File: config.mk
export PLATFORM = sky130hd
export DESIGN_NAME = mem_write_arbiter
export DESIGN_NICKNAME = d
export VERILOG_FILES = /design/src/rtl/mem_write_arbiter.sv
export SDC_FILE = /design/constraint.sdc
export NUM_CORES = 1
export LEC_CHECK = 0
export ABC_CLOCK_PERIOD_IN_PS = 4800
export CORE_MARGIN = 4
export CORE_UTILIZATION = 38
export DETAILED_ROUTE_END_ITERATION = 10
export HOLD_SLACK_MARGIN = 0.08
export PLACE_DENSITY = 0.86
export SYNTH_ARGS = -nofsm -noshare
export SYNTH_HDL_FRONTEND = slang
export SYNTH_SLANG_ARGS = --single-unit
File: constraint.sdc
create_clock -name clk_i -period 4.8 [get_ports clk_i]
set_input_delay 1.44 -clock clk_i [delete_from_list [all_inputs] [get_ports clk_i]]
set_output_delay 1.44 -clock clk_i [all_outputs]
set_load 0.01 [all_outputs]
File: src/rtl/mem_write_arbiter.sv
// Round-robin arbiter sharing one data-memory write port between num_req cores.
// A single registered slot holds the granted write until memory takes it.
module mem_write_arbiter #(
  parameter int num_req        = 4,
  parameter int mem_addr_width = 16,
  parameter int width          = 32,
  parameter int cnt_width      = 16
) (
  input  logic                              clk_i,
  input  logic                              reset_ni,
  input  logic [num_req-1:0]                req_valid_i,
  input  logic [num_req*mem_addr_width-1:0] req_addr_i,
  input  logic [num_req*width-1:0]          req_data_i,
  output logic [num_req-1:0]                req_ready_o,
  output logic                              mem_valid_o,
  output logic [mem_addr_width-1:0]         mem_addr_o,
  output logic [width-1:0]                  mem_data_o,
  input  logic                              mem_ready_i,
  output logic [$clog2(num_req)-1:0]        grant_idx_o,
  output logic [cnt_width-1:0]              write_count_o
);
  localparam int iw = $clog2(num_req);

  logic [num_req-1:0][mem_addr_width-1:0] addr_v;
  logic [num_req-1:0][width-1:0]          data_v;
  logic [iw-1:0]                          rr_ptr;
  logic [iw-1:0]                          win;
  logic [iw-1:0]                          win_nxt;
  logic [iw:0]                            idx;
  logic                                   found;
  logic                                   can_load;
  logic                                   load;

  // packed 2-D arrays share the flat bus layout, core k at slice k
  assign addr_v = req_addr_i;
  assign data_v = req_data_i;

  // first valid core at or after rr_ptr, wrapping at num_req
  always_comb begin
    found = 1'b0;
    win   = '0;
    idx   = '0;
    for (int i = 0; i < num_req; i++) begin
      idx = {1'b0, rr_ptr} + (iw+1)'(i);
      if (idx >= (iw+1)'(num_req)) idx = idx - (iw+1)'(num_req);
      if (!found && req_valid_i[idx[iw-1:0]]) begin
        found = 1'b1;
        win   = idx[iw-1:0];
      end
    end
  end

  assign can_load = !mem_valid_o || mem_ready_i;
  assign load     = found && can_load;
  assign win_nxt  = (win == iw'(num_req-1)) ? '0 : win + iw'(1);

  always_comb begin
    req_ready_o = '0;
    if (load && reset_ni) req_ready_o[win] = 1'b1;
  end

  always_ff @(posedge clk_i or negedge reset_ni) begin
    if (!reset_ni) begin
      mem_valid_o <= 1'b0;
      mem_addr_o  <= '0;
      mem_data_o  <= '0;
      grant_idx_o <= '0;
      rr_ptr      <= '0;
    end else if (load) begin
      mem_valid_o <= 1'b1;
      mem_addr_o  <= addr_v[win];
      mem_data_o  <= data_v[win];
      grant_idx_o <= win;
      rr_ptr      <= win_nxt;
    end else if (mem_valid_o && mem_ready_i) begin
      mem_valid_o <= 1'b0;
    end
  end

  always_ff @(posedge clk_i or negedge reset_ni) begin
    if (!reset_ni)                       write_count_o <= '0;
    else if (mem_valid_o && mem_ready_i) write_count_o <= write_count_o + cnt_width'(1);
  end

  // requesters must hold valid, address and data until acked
  for (genvar k = 0; k < num_req; k++) begin : g_hold
    a_hold: assert property (@(posedge clk_i) disable iff (!reset_ni)
      (req_valid_i[k] && !req_ready_o[k]) |=>
        (req_valid_i[k] && $stable(addr_v[k]) && $stable(data_v[k])));
  end
endmodule

==> impl_metrics.csv <==
group,metric,value,unit
power_and_ir_drop,power_density,353.5,nW/um^2
logic_synthesis,synth_top_family_by_area,"compound AO/OA/AOI/OAI gates",
routing,drc,0,
placed_design,hpwlAfterDp,11.25,mm
logic_synthesis,post-synth-top-count-cell,"dfrtp_1",
logic_synthesis,synth-seq-cells,69,
logic_synthesis,synth.top_cells.by_count,"dfrtp_1, nor2_1, mux2i_1",
timing,finClkSkew,0.008976,ns
logic_synthesis,yosysUniqueCellTypes,34,
logic_synthesis,synth_top_area_frac,0.4489,
clocking,worst_skew_pair.late_latency,0.34,ns
floorplanning,placementRows,36,
logic_synthesis,synth_fa_ha_area_frac,0.006506,
floorplanning,die_h,108.6,microns
logic_synthesis,syn_nets,579,
timing,tightest_slew,0.5968,ns
routing,detail-route-antenna-nets,0,
worst_hold_path,min_path_type,"flip-flop to flip-flop",
floorplanning,io_pins,270,
logic_synthesis,synth-xor-area-share,0.03416,
timing,timing.hold.ws,0.4705,ns
timing,max_freq,212.1,MHz
layout,register_area,1727,sq um
logic_synthesis,synth-edff-count,0,
layout,area_delta_synth_final,76.25,%
layout,layout.nets,839,
routing,routedWlPerCell,18.74,microns
power_and_ir_drop,combPwrFrac,0.474,
global_routing,grt_start_max_net_pins,50,
global_routing,grt_pass1_vias,4483,
routing,firstDrtPassIters,4,
logic_synthesis,yosys-top-cells-area,"dfrtp_1, mux2i_1, a221oi_1",
power_and_ir_drop,power_switching,848.9,uW
logic_synthesis,synth_mux_area_frac,0.1304,
placed_design,portBuffers,269,
logic_synthesis,synth_warnings,0,
timing,fin_ws,0.08436,ns
logic_synthesis,synthSimpleGateAreaFrac,0.1155,
power_and_ir_drop,p_leak,2.783,nW
floorplanning,core_area,9819,sq um
power_and_ir_drop,swShare,0.3542,
logic_synthesis,synth_compound_area_frac,0.2069,
power_and_ir_drop,p_clk_frac,0.176,
logic_synthesis,synthCells,378,
logic_synthesis,yosysSeqAreaShare,0.4489,
layout,final_util,0.6904,
timing,hold_viol,0,
layout,diodes,0,
logic_synthesis,async_flop_share,1.000,
power_and_ir_drop,p_seq_frac,0.350,
setup_path,cp_max_fo,7,
routing,vias,4231,
setup_path,worstPathRequired,3.36,ns
global_routing,grt-ovfl-total,0,
floorplanning,start_util,0.3917,
clocking,cts.path.max_buffers,2,
routing,via_per_inst,5.452,
timing,rsz0062_at_grt,"no",
global_routing,antenna_found_initial,0,
floorplanning,fp.dieW,108.6,microns
power_and_ir_drop,power.internal,1.548,mW
setup_path,worstPathArrival,3.28,ns
logic_synthesis,synth_area_per_cell,10.18,sq um
clocking,cts_tree,"done",
setup_path,critPathKind,"input port to output port",
clocking,numClockSinks,69,
clocking,cts_made_buffers,9,
routing,drt_wl_total,14.55,mm
global_routing,track_usage,0.2405,
layout,fillCellCount,780,
setup_path,crit_path_end_kind,"output port",
power_and_ir_drop,ir_worst_vdd,0.0002008,V
clocking,cts-root-buf,"clkbuf_8",
clocking,htree_num_levels,3,
placed_design,gp_congestion,0.7921,
routing,drt_iter0_drc,148,
logic_synthesis,synthFlopType,"dfrtp_1",
clocking,clk_pin_slew,0.08,ns
logic_synthesis,yosys.area.top_type,"dfrtp_1",
timing,period_minus_slack,4.716,ns
timing,setup_viol,0,
setup_path,critPathLaunchType,"input port",
run_status,outcome,"finished, final reports clean",
timing,slew_viol_final,0,
run,cap_violations,0,
timing,max-slew-margin-rel,0.6021,
logic_synthesis,synth_area,3846,sq um
layout,drive_above_1_share,0.05910,
floorplanning,die-area,11800,sq um
placed_design,dp_slack,-0.07352,ns
layout,multi_input_area,1916,sq um
global_routing,grt_pass1_wl,22.12,mm
timing,period_share,0.9824,
critical path, stage by stage:
cell	delay, ns
clkdlybuf4s50_1	0.48
or3_4	0.43
o21a_2	0.25
and3_1	0.17
clkdlybuf4s50_1	0.50
stage by stage:
step	setup TNS (ns)	power (mW)	std cells	area (sq um)
after floorplan	0	1.405	378	3846
after global placement	0	1.953	760	6604
after detailed placement	-0.1078	1.990	760	6604
after CTS	0	2.415	776	6777
after global routing	0	2.537	776	6779
final	0	2.397	776	6779
registers in the layout (all words and copies together) (netlist names):
register	flops
rr_ptr	2
grant_idx_o	2
write_count_o	16
mem_addr_o	16
mem_valid_o	1
mem_data_o	32
power groups by stage:
stage,clock (mW),combinational (mW),sequential [mW]
final,0.421,1.14,0.840
after global routing,0.460,1.22,0.861
after CTS,0.433,1.14,0.839
after detailed placement,0,1.14,0.850
after global placement,0,1.11,0.839
after floorplan,0,0.506,0.899
worst paths after layout:
check	start	end	slack, ns	cells past startpoint
max in group asynchronous	reset_ni	write_count_o[13]	2.89	2
min	write_count_o[15]	write_count_o[15]	0.47	1
min reg2reg	write_count_o[15]	write_count_o[15]	0.47	1
max reg2reg	rr_ptr[1]	mem_data_o[23]	2.69	6
min in group asynchronous	reset_ni	grant_idx_o[0]	1.00	1
max	req_valid_i[1]	req_ready_o[0]	0.08	5
kinds of logic after synthesis:
logic type / after synthesis
AOI/OAI and AO/OA: 107
xor gates and xnor gates: 15
adders and majority gates: 2
buffers and inverters: 34
DFF: 69
muxes: 50
and+or+nand+nor: 101
layer usage:
layer	wire, microns	GRT usage	vias up
met1	5223	0.2561	2029
li1	-	-	1962
met5	0	0	-
met3	1403	0.07821	36
met4	421	0.1100	0
met2	7497	0.4298	204
cell type report:
cell class	instances	area share
Clock inverter	7	0.007567
Sequential cell	69	0.2547
Clock buffer	9	0.01827
Tap cell	133	0.02455
Multi-Input combinational cell	275	0.2826
Timing Repair Buffer	283	0.4123
cell usage in the layout, fill, tap and decap left out, types with 2 or more instances in the layout:
cell / count
xor2_1: 3
nand2b_1: 2
clkbuf_8: 9
clkdlybuf4s50_1: 265
mux2i_1: 49
ha_1: 2
clkinv_2: 2
clkinv_4: 2
o22ai_1: 48
buf_4: 15
nand2_1: 20
o21ai_0: 2
nor2_1: 57
xnor2_1: 12
a21oi_1: 3
clkinvlp_4: 2
dlygate4sd2_1: 2
a221oi_1: 48
dfrtp_1: 69
nand3_1: 6
and3_1: 6
repair_timing:
action / 4_1_cts / 5_1_grt
resized for setup: 2 / 1
hold buffers: 0 / 0
buffers inserted: 0 / 0
endpoints found under the setup margin: 2 / 2
(Power assumes the default switching activity.)
